<file path="src/rtl/contador_ad_bcd_mod.sv">
`default_nettype none
// ============================================================================
// contador_ad_bcd_mod : editable modulo counter (MIN_VAL..MOD_MAX), BCD output
// Revision: 1.0
// ============================================================================
module contador_ad_bcd_mod #(
  parameter  int MOD_MAX = 23,
  parameter  int MIN_VAL = 0,
  parameter  int N_DIG   = 2,
  parameter  int SEL_ID  = 3,
  localparam int W       = $clog2(MOD_MAX + 1)
) (
  input  logic               clk,
  input  logic               reset,
  input  logic [3:0]         en_count,
  input  logic               enUP,
  input  logic               enDOWN,
  input  logic               tick,
  input  logic               load,
  input  logic [W-1:0]       load_data,
  output logic [W-1:0]       count_bin,
  output logic [4*N_DIG-1:0] data_bcd,
  output logic               carry,
  output logic               load_err
);

  localparam logic [W-1:0] MAX_W  = MOD_MAX[W-1:0];
  localparam logic [W-1:0] MIN_W  = MIN_VAL[W-1:0];
  localparam logic [W-1:0] SPAN_W = W'(MOD_MAX - MIN_VAL);
  localparam logic [3:0]   SEL_W  = SEL_ID[3:0];

  // Double-dabble conversion; digits are rotated through the low nibble so
  // no variable part-select is needed.
  function automatic logic [4*N_DIG-1:0] to_bcd(input logic [W-1:0] bin);
    logic [4*N_DIG-1:0] acc;
    logic [4*N_DIG+3:0] ext;
    logic [W-1:0]       bits;
    logic [3:0]         nib;
    acc  = '0;
    bits = bin;
    for (int i = 0; i < W; i++) begin
      for (int d = 0; d < N_DIG; d++) begin
        nib = acc[3:0];
        if (nib >= 4'd5) nib = nib + 4'd3;
        ext = {nib, acc};
        acc = ext[4*N_DIG+3:4];
      end
      acc  = {acc[4*N_DIG-2:0], bits[W-1]};
      bits = bits << 1;
    end
    return acc;
  endfunction

  localparam logic [4*N_DIG-1:0] BCD_MIN = to_bcd(MIN_W);

  logic [W-1:0] count_next;
  logic         carry_next;
  logic         err_next;
  logic [W-1:0] offset;
  logic [W-1:0] load_offset;
  logic         in_range;
  logic         load_ok;
  logic         at_max;
  logic         at_min;
  logic         edit_sel;
  logic [W-1:0] inc_val;
  logic [W-1:0] dec_val;

  // Single unsigned compare covers both bounds: (x - MIN) wraps large when x < MIN.
  assign offset      = count_bin - MIN_W;
  assign load_offset = load_data - MIN_W;
  assign in_range    = (offset <= SPAN_W);
  assign load_ok     = (load_offset <= SPAN_W);
  assign at_max      = (count_bin == MAX_W);
  assign at_min      = (count_bin == MIN_W);
  assign edit_sel    = (en_count == SEL_W);

  assign inc_val = (!in_range || at_max) ? MIN_W : count_bin + 1'b1;
  assign dec_val = !in_range ? MIN_W : (at_min ? MAX_W : count_bin - 1'b1);

  always_comb begin
    count_next = count_bin;
    carry_next = 1'b0;
    err_next   = 1'b0;
    if (load) begin
      if (load_ok) count_next = load_data;
      else         err_next   = 1'b1;
    end else if (edit_sel) begin
      // Selected for editing: tick is ignored and edit wraps never carry.
      if (enUP && !enDOWN)      count_next = inc_val;
      else if (enDOWN && !enUP) count_next = dec_val;
    end else if (tick) begin
      count_next = inc_val;
      carry_next = at_max;
    end
  end

  always_ff @(posedge clk) begin
    if (reset) begin
      count_bin <= MIN_W;
      data_bcd  <= BCD_MIN;
      carry     <= 1'b0;
      load_err  <= 1'b0;
    end else begin
      count_bin <= count_next;
      data_bcd  <= to_bcd(count_bin);
      carry     <= carry_next;
      load_err  <= err_next;
    end
  end

endmodule
`default_nettype wire

</file>
<file path="config.mk">
export PLATFORM = sky130hd
export DESIGN_NAME = contador_ad_bcd_mod
export DESIGN_NICKNAME = d
export VERILOG_FILES = /design/src/rtl/contador_ad_bcd_mod.sv
export SDC_FILE = /design/constraint.sdc
export NUM_CORES = 1
export LEC_CHECK = 0
export ABC_AREA = 1
export BUFFER_PORTS_ARGS = -buffer_cell sky130_fd_sc_hd__buf_2
export CAP_MARGIN = 5
export CELL_PAD_IN_SITES_DETAIL_PLACEMENT = 1
export CELL_PAD_IN_SITES_GLOBAL_PLACEMENT = 1
export CORE_MARGIN = 2
export CORE_UTILIZATION = 37
export DETAILED_ROUTE_END_ITERATION = 8
export GPL_ROUTABILITY_DRIVEN = 1
export HOLD_SLACK_MARGIN = 0.02
export PLACE_DENSITY = 0.93
export SLEW_MARGIN = 20
export SYNTH_ARGS = -nofsm -noshare
export SYNTH_HDL_FRONTEND = slang
export SYNTH_SLANG_ARGS = --single-unit
</file>
<file path="constraint.sdc">
create_clock -name clk -period 3.8 [get_ports clk]
set_clock_uncertainty 0.05 [all_clocks]
set_input_delay 0.76 -clock clk [delete_from_list [all_inputs] [get_ports clk]]
set_output_delay 0.76 -clock clk [all_outputs]
set_load 0.005 [all_outputs]
</file>
After elaboration in Yosys (flattened, before gate mapping):

Cells that the tools add are included.

* output and inout bits: 15
* memories kept: 0
* logic and storage cells: 43
* bits in read-only memories: 0
* bits in writable memories: 0
* bits in latches: 0
* flip-flop bits (word level): 15
* bits of input ports: 15

* shifts and indexed selects: 0
* reduce and logical (&&, ||, !) cells: 11
* multipliers: 0
* div/mod/pow operators: 0
* bitwise operators: 2
* muxes and demuxes: 13
* add/subtract/negate cells: 4
* eq/ne operators: 4
* $lt $le $gt $ge: 4

Operators by type and width (count)
* 2-to-1 mux 5 bit: 9
* 2-to-1 mux 4 bit: 3
* less-or-equal comparator 5 bit, second input constant: 2
* adder 5 x 1 -> 5 bit, second input constant: 1
* == test 5 bit, second input constant: 1
* logical NOT 5 bit: 1
* subtractor 5 x 1 -> 5 bit, second input constant: 1
* adder 3 x 2 -> 4 bit, second input constant: 1
* adder 4 x 2 -> 4 bit, second input constant: 1
* == test 4 x 2 -> 1 bit, second input constant: 1
* greater-or-equal comparator 4 x 3 -> 1 bit, second input constant: 1
* inequality test 4 x 2 -> 1 bit, second input constant: 1
* OR reduction 4 bit: 1
* greater-or-equal comparator 3 bit, second input constant: 1
* logical NOT 1 bit: 3
* AND reduction 3 bit: 1
* nonzero test 3 bit: 1
* logical AND 1 bit: 2
* inequality test 2 x 1 -> 1 bit, second input constant: 1
* NOT 1 bit: 2
* OR reduction 2 bit: 1
* logical OR 1 bit: 1
* 2-to-1 mux 1 bit: 1

Depth between registers and ports, before layout:

Gate-level depths: netlist of run 1.

* word-level depth: 7
* mapped depth: 12
* depth with buffers taken out: 12

Worst setup path before layout of run 1:

OpenSTA, ideal clock, no wires.

* kind: input port to flip-flop
* from: input port enDOWN
* to: register count_bin[2]
* arrival time: 1.570 ns
* data required time: 3.632 ns
* stages on the path: 8
* setup slack: 2.062 ns
* path buffers: 0
* library setup time: 0.118 ns
* cell sequence: inv_1 -> ha_1 -> inv_1 -> nor2_1 -> nand3_1 -> nand3_2 -> a21oi_1 -> a21oi_2

* cells in the longest elaborated chain, start to end: 5
* elaborated cells between the ends (all ways): 8
* those cells by class: eq/ne: 1; mux: 3; reduce/logical: 4

RTL lines
* start: declaration: line 17 `input logic enDOWN,`
* logical NOT 1 bit: line 90 `if (enUP && !enDOWN) count_next = inc_val;`
* logical AND 1 bit: line 90
* 2-to-1 mux 5 bit: line 90
* 2-to-1 mux 5 bit: line 88 `end else if (edit_sel) begin`
* 2-to-1 mux 5 bit: line 85 `if (load) begin`
* end signal: assignment: line 105 `count_bin <= count_next;`
* end: declaration: line 21 `output logic [W-1:0] count_bin,`

Several ways; a longest one is shown, not always the timed one.
A chain may end at the register's enable or synchronous reset.

Worst setup path in the final report of run 1:

* from: register count_bin[3]
* to: register data_bcd[2]

* cells in the longest elaborated chain, start to end: 5
* elaborated cells between the ends (all ways): 7
* those cells by class: add/sub: 2; order compare: 2; mux: 3

RTL lines
* greater-or-equal comparator 3 bit / adder 3 x 2 -> 4 bit (equally long branches): line 44 `if (nib >= 4'd5) nib = nib + 4'd3;`
* 2-to-1 mux 4 bit *: line 44
* 2-to-1 mux 4 bit *: line 99 `if (reset) begin`
* adder 4 x 2 -> 4 bit / greater-or-equal comparator 4 x 3 -> 1 bit (equally long branches): line 44
* 2-to-1 mux 4 bit *: line 44
* end signal: assignment: line 106 `data_bcd <= to_bcd(count_bin);`
* end: declaration: line 22 `output logic [4*N_DIG-1:0] data_bcd,`

Mark *: on every way between the ends. The rest lies on a longest branch, timed or not. The select of a mux whose other input is x is not followed.

==> reports/metrics.cfg, run 1 <==
[run_status]
status=finished clean

[die]
die_w_um=56.0
die_y_um=56.0
ios=30
fp.dieArea_sq_um=3130
core-area_sq_um=2520
rows=18
start_util=0.396

[sta]
timing.fmax_mhz=527
fin_crit_ps=1900
hold_violations=0
setup-violations-final=0
fin_tns_setup_ps=0
rsz0062_at_grt=false
drv_slew=0
fin_crit_sh=0.500

[synthesis]
synth_edf_count=0
ys_ff_latch=13
seq_area_frac_synth=0.260
synth_area_leaders=dfxtp_1 26%, nand2_1 15%, ha_1 10%
synth_cells=152
synthesis.area_sq_um=1000
synth_warnings=0
synth_top_cell_by_area=dfxtp_1
synth_commonest_cells=40 x nand2_1, 18 x inv_1, 16 x nor2_1, 14 x nand3_1, 13 x dfxtp_1
async_flop_share=0
synth.most_common_cell=nand2_1
synth_top_area_frac=0.260
syn_area_per_cell_sq_um=6.58
ys_types=28
ys.flop_type=dfxtp_1

[detailed_routing]
num_vias=1054
antenna_left=0
drt-wirelength-per-cell_um=13.3
finalWirelength_um=2800
drc_errors=0
drt-pass1-iter-count=4
avgViaCountPerCell=5.02
drt-initial-drc-count=18

[power]
netSwitchingFraction=0.376
power_frac_seq=0.420
totalPowerFinal_uw=386
p_per_area_nw_per_um2=329
ir_worst_vdd_mv=0.203
switchingPower_uw=145
power_frac_clock=0.238
power_frac_comb=0.342
p_leak_nw=0.659
internal_power_uw=240

[critical_path]
worstSetupEndpointType=register
cpMaxStageDelayCell=dfxtp_1
critPathMaxFanout=8
crit_arrival_ps=2030
crit_chain=inv_1, ha_1, nand2_1, nand2_2, o21ai_2, inv_1, nand2_2, nand3_1, nand2_1, inv_1
path_common_cell=inv_1
critPathRequiredTime_ps=3940
crit_buf_inv=3
slowest_delay_ps=520
critical_path.top_delay_family=flip-flops
start_kind=register
path_class=register to register

[layout]
nNetsFinal=204
antenna_cells=0
num-fill-cells=371
multi_input_area_sq_um=631
drive_above_1_share=0.267
seq_area_sq_um=260
syn_to_final_growth_pct=17.3

[cts]
numCtsBuffers=3
ctsRootBufferMaster=clkbuf_4
clock_sinks=13
cts_tree=built
path_clk_slew_ps=90
post_cts_resized=0
clockBufferDepth=2
post_cts_buffers=0
cts_max_level=1
clock_latency_ps=290
hold_buffers=0

[global_route]
grt_max_degree=11
antenna_found_initial=0
grt_pass1_wl_um=4790
grt_pass1_vias=1071
grt_overflow=0
grt_use_total=0.192

[place]
io_buffer_count=27
place_congestion=0.825
dp_hpwl_um=2280

[job]
drv_cap=0

[worst_hold_path]
hold_class=register to register

==> tightest hold or removal path, stage by stage, from the launching register on <==
cell and delay (ps):
dfxtp_1 400, nand2_1 100, a21oi_1 60
==> registers in the layout (all words and copies together) (netlist names) <==
| name | cells |
|---|---|
| data_bcd | 6 |
| count_bin | 5 |
| load_err | 1 |
| carry | 1 |
==> layer usage <==
layer / routed length [um] / vias to the layer above / GRT usage
li1: - / 530 / -
met5: 0 / - / 0
met4: 27 / 0 / 0.0510
met1: 1170 / 496 / 0.207
met3: 91 / 5 / 0.0279
met2: 1510 / 23 / 0.382
==> cell families after synthesis <==
kind of cell,synth area share
AOI/OAI and AO/OA,0.100
xor gates and xnor gates,0.0175
adders and majority gates,0.100
buffers and inverters,0.113
DFF,0.260
other,0.00375
and+or+nand+nor,0.406
==> stage by stage <==
stage	cells	setup WS, ps	hold slack, ps	area, sq um	utilization
2_1_floorplan	153	2060	491	1000	-
3_3_place_gp	206	1900	530	1150	0.454
3_5_place_dp	206	1810	531	1150	0.454
4_1_cts	210	1900	547	1170	0.465
5_1_grt	210	1720	596	1170	0.465
6_report	210	1900	555	1170	0.465
==> cells in the final DEF (no fill, tap or decap), drive strengths merged <==
cell    count
buf        27
conb        2
inv        21
clkinv      1
xor2        1
a211oi      1
or2         1
dfxtp      13
clkbuf      4
nor3        1
o22ai       1
nand4       2
nor2       18
a21oi       9
ha          8
nand3      18
xnor2       1
o21ai       6
nand2      45
==> power by group through the flow <==
stage          clock network (mW)  registers (mW)  logic [mW]
2_1_floorplan                   0           0.163      0.0935
3_3_place_gp                    0           0.165       0.123
3_5_place_dp                    0           0.166       0.132
4_1_cts                    0.0933           0.162       0.133
5_1_grt                    0.0994           0.164       0.152
6_report                   0.0916           0.162       0.132
==> layout make-up <==
type	count	area share
clock buffers	4	0.0224
inverters	22	0.0704
multi-input cells	114	0.538
repair buffers	27	0.115
flip-flops and latches	13	0.222
well taps	30	0.0320
==> path summary, 6_finish.rpt <==
path           startpoint           end  slack [ps]  cells past startpoint
max          count_bin[3]   data_bcd[2]        1900                     10
min          count_bin[1]  count_bin[1]         550                      2
max reg2reg  count_bin[3]   data_bcd[2]        1900                     10
min reg2reg  count_bin[1]  count_bin[1]         550                      2
Power figures use the tool's default switching activity.
==> run 2, diff against run 1 <==
--- a/config.mk
+++ b/config.mk
@@ -11,11 +11,11 @@
 export CELL_PAD_IN_SITES_DETAIL_PLACEMENT = 1
 export CELL_PAD_IN_SITES_GLOBAL_PLACEMENT = 1
 export CORE_MARGIN = 2
-export CORE_UTILIZATION = 37
+export CORE_UTILIZATION = 34
 export DETAILED_ROUTE_END_ITERATION = 8
 export GPL_ROUTABILITY_DRIVEN = 1
 export HOLD_SLACK_MARGIN = 0.02
-export PLACE_DENSITY = 0.93
+export PLACE_DENSITY = 0.87
 export SLEW_MARGIN = 20
 export SYNTH_ARGS = -nofsm -noshare
 export SYNTH_HDL_FRONTEND = slang
==> constraint.sdc (replaced) <==
create_clock -name clk -period 1.99 [get_ports clk]
set_clock_uncertainty 0.05 [all_clocks]
set_input_delay 0.398 -clock clk [delete_from_list [all_inputs] [get_ports clk]]
set_output_delay 0.398 -clock clk [all_outputs]
set_load 0.005 [all_outputs]
==> run 2 against run 1 <==
Design area rose by 0.75%. Non-clock buffer count rose by 1. Count of clock-buffer cells in the layout did not move. Global-route usage rose by 0.34 points. Core utilization fell by 4.0 points. Total power rose by 92%. First-iteration DRC count fell by 22%. Wire length fell by 0.32%. Largest cell class unchanged. Highest routed layer unchanged.
==> reports/metrics.cfg, run 2 (synthesis results as in run 1) <==
[run_status]
status=finished clean

[critical_path]
path_class=register to register
reg2reg_from=count_bin[2]
crit_buf_inv=3  ; unchanged
start_kind=register
critPathMaxFanout=9  ; +1
crit_arrival_ps=1930  ; -100 ps
cpMaxStageDelayCell=dfxtp_1
startpoint=count_bin[2]
r2r_cells=9  ; -1
worstSetupEndpointType=register
slowest_delay_ps=590  ; +70 ps
critPathRequiredTime_ps=2110  ; -1830 ps
crit_chain=inv_2, ha_1, inv_1, o22ai_1, inv_1, nand2_2, nand2_2, nand2_1, a21oi_1
cp_num_cells=9  ; -1
critical_path.top_delay_family=flip-flops

[global_route]
grt_pass1_vias=1139  ; +6.3%
grt_use_total=0.196  ; +0.00345
grt_max_degree=11  ; unchanged
grt_overflow=0  ; unchanged
antenna_found_initial=0  ; unchanged
grt_pass1_wl_um=5070  ; +5.9%

[die]
ios=30  ; unchanged
core-area_sq_um=2780  ; +10%
rows=19  ; +1
fp.dieArea_sq_um=3390  ; +8.2%
die_y_um=58.2  ; +4.0%
die_w_um=58.2  ; +4.0%
start_util=0.359  ; -0.0369

[power]
netSwitchingFraction=0.376  ; -0.000753
internal_power_uw=462  ; +92%
ir_worst_vdd_mv=0.291  ; +43%
p_leak_nw=0.664  ; +0.80%
power_frac_seq=0.412  ; -0.008
switchingPower_uw=278  ; +92%
p_per_area_nw_per_um2=627  ; +91%
power_frac_clock=0.236  ; -0.002
power_frac_comb=0.351  ; +0.009

[cts]
post_cts_resized=0  ; unchanged
cts_max_level=1  ; unchanged
clock_latency_ps=280  ; about the same
clockBufferDepth=2  ; unchanged
path_clk_slew_ps=90  ; about the same
post_cts_buffers=0  ; unchanged
clock_sinks=13  ; unchanged
hold_buffers=0  ; unchanged
numCtsBuffers=3  ; unchanged
ctsRootBufferMaster=clkbuf_4
cts_tree=built

[detailed_routing]
num_vias=1070  ; +1.5%
finalWirelength_um=2790  ; -0.32%
drt-initial-drc-count=14  ; -4
drc_errors=0  ; unchanged
drt-pass1-iter-count=4  ; unchanged
antenna_left=0  ; unchanged
drt-wirelength-per-cell_um=13.2  ; -1.3%
avgViaCountPerCell=5.05  ; +0.56%

[worst_hold_path]
hold_class=input pin to register
min_delay_path_depth=3  ; +1
hold_start=tick

[place]
place_congestion=0.850  ; +3.0%
io_buffer_count=27  ; unchanged
placedCellCount=208  ; +0.97%
dp_hpwl_um=2300  ; +1.1%

[layout]
num-fill-cells=391  ; +5.4%
stdcell_count=212  ; +0.95%
drive_above_1_share=0.271  ; +0.00405
antenna_cells=0  ; unchanged
largestRegisters=data_bcd: 6 flops, count_bin: 5 flops
seq_area_sq_um=260  ; unchanged
final_common_cell=nand2_1
largest_reg_flops=6  ; unchanged
syn_to_final_growth_pct=18.1
fin_util=0.425  ; -0.0401
nNetsFinal=205  ; +0.49%
layout_common_cells=40 x nand2_1, 27 x buf_2, 18 x inv_1
top_register=data_bcd
multi_input_area_sq_um=631  ; unchanged

[sta]
hold_violations=0  ; unchanged
timing.fmax_mhz=552  ; +4.8%
fin_crit_sh=0.910  ; +0.410
fin_tns_setup_ps=0  ; unchanged
rsz0062_at_grt=false
drv_slew=0  ; unchanged
setup-violations-final=0  ; unchanged
fin_crit_ps=1810  ; -87.7 ps

[job]
drv_cap=0  ; unchanged

## run 2: cell types whose count changed in the layout (fill, tap and decap cells not counted)
cell / previous run / this run
buf_4: 0 / 1
## run 2: metal layers
metal	part of all wire	GRT usage	vias to the layer above	wire (um)
met1	0.40	0.222	505	1120
met5	0	0	-	0
met4	0.012	0.0598	0	34
met3	0.041	0.0268	5	114
li1	-	-	532	-
met2	0.55	0.373	28	1530
## run 2: worst reg2reg max path, cell delays in order (launching register included)
cell	delay [ps]
dfxtp_1	590
inv_2	150
ha_1	330
inv_1	40
o22ai_1	140
inv_1	90
nand2_2	100
nand2_2	70
nand2_1	90
a21oi_1	60
## run 2: cell type report
| type | count | area share |
|---|---|---|
| well taps | 31 | 0.0328 |
| flip-flops and latches | 13 | 0.220 |
| inverters | 22 | 0.0699 |
| clock buffers | 4 | 0.0222 |
| multi-input cells | 114 | 0.534 |
| repair buffers | 28 | 0.121 |
## run 2: final timing paths
path / slack (ps) / to
hold reg to reg: 560 / data_bcd[1]
setup reg to reg: 180 / data_bcd[4]
setup / recovery: 180 / data_bcd[4]
hold / removal: 330 / carry
## run 2: stage by stage
| stage | instance area, sq um | hold slack, ps | setup WS (ps) | total power, mW |
|---|---|---|---|---|
| after floorplan | 1000 | 491 | 422 | 0.489 |
| after global placement | 1150 | 496 | 310 | 0.557 |
| after detailed placement | 1150 | 536 | 235 | 0.571 |
| after CTS | 1180 | 328 | 217 | 0.749 |
| after global routing | 1180 | 338 | 78.9 | 0.801 |
| final | 1180 | 326 | 179 | 0.740 |
## run 2: power groups by stage
stage / clock network [mW] / logic, mW / registers [mW]
detailed placement: 0 / 0.260 / 0.311
floorplan: 0 / 0.179 / 0.311
global route: 0.188 / 0.303 / 0.310
CTS: 0.181 / 0.263 / 0.305
global placement: 0 / 0.247 / 0.310
finish: 0.175 / 0.260 / 0.305
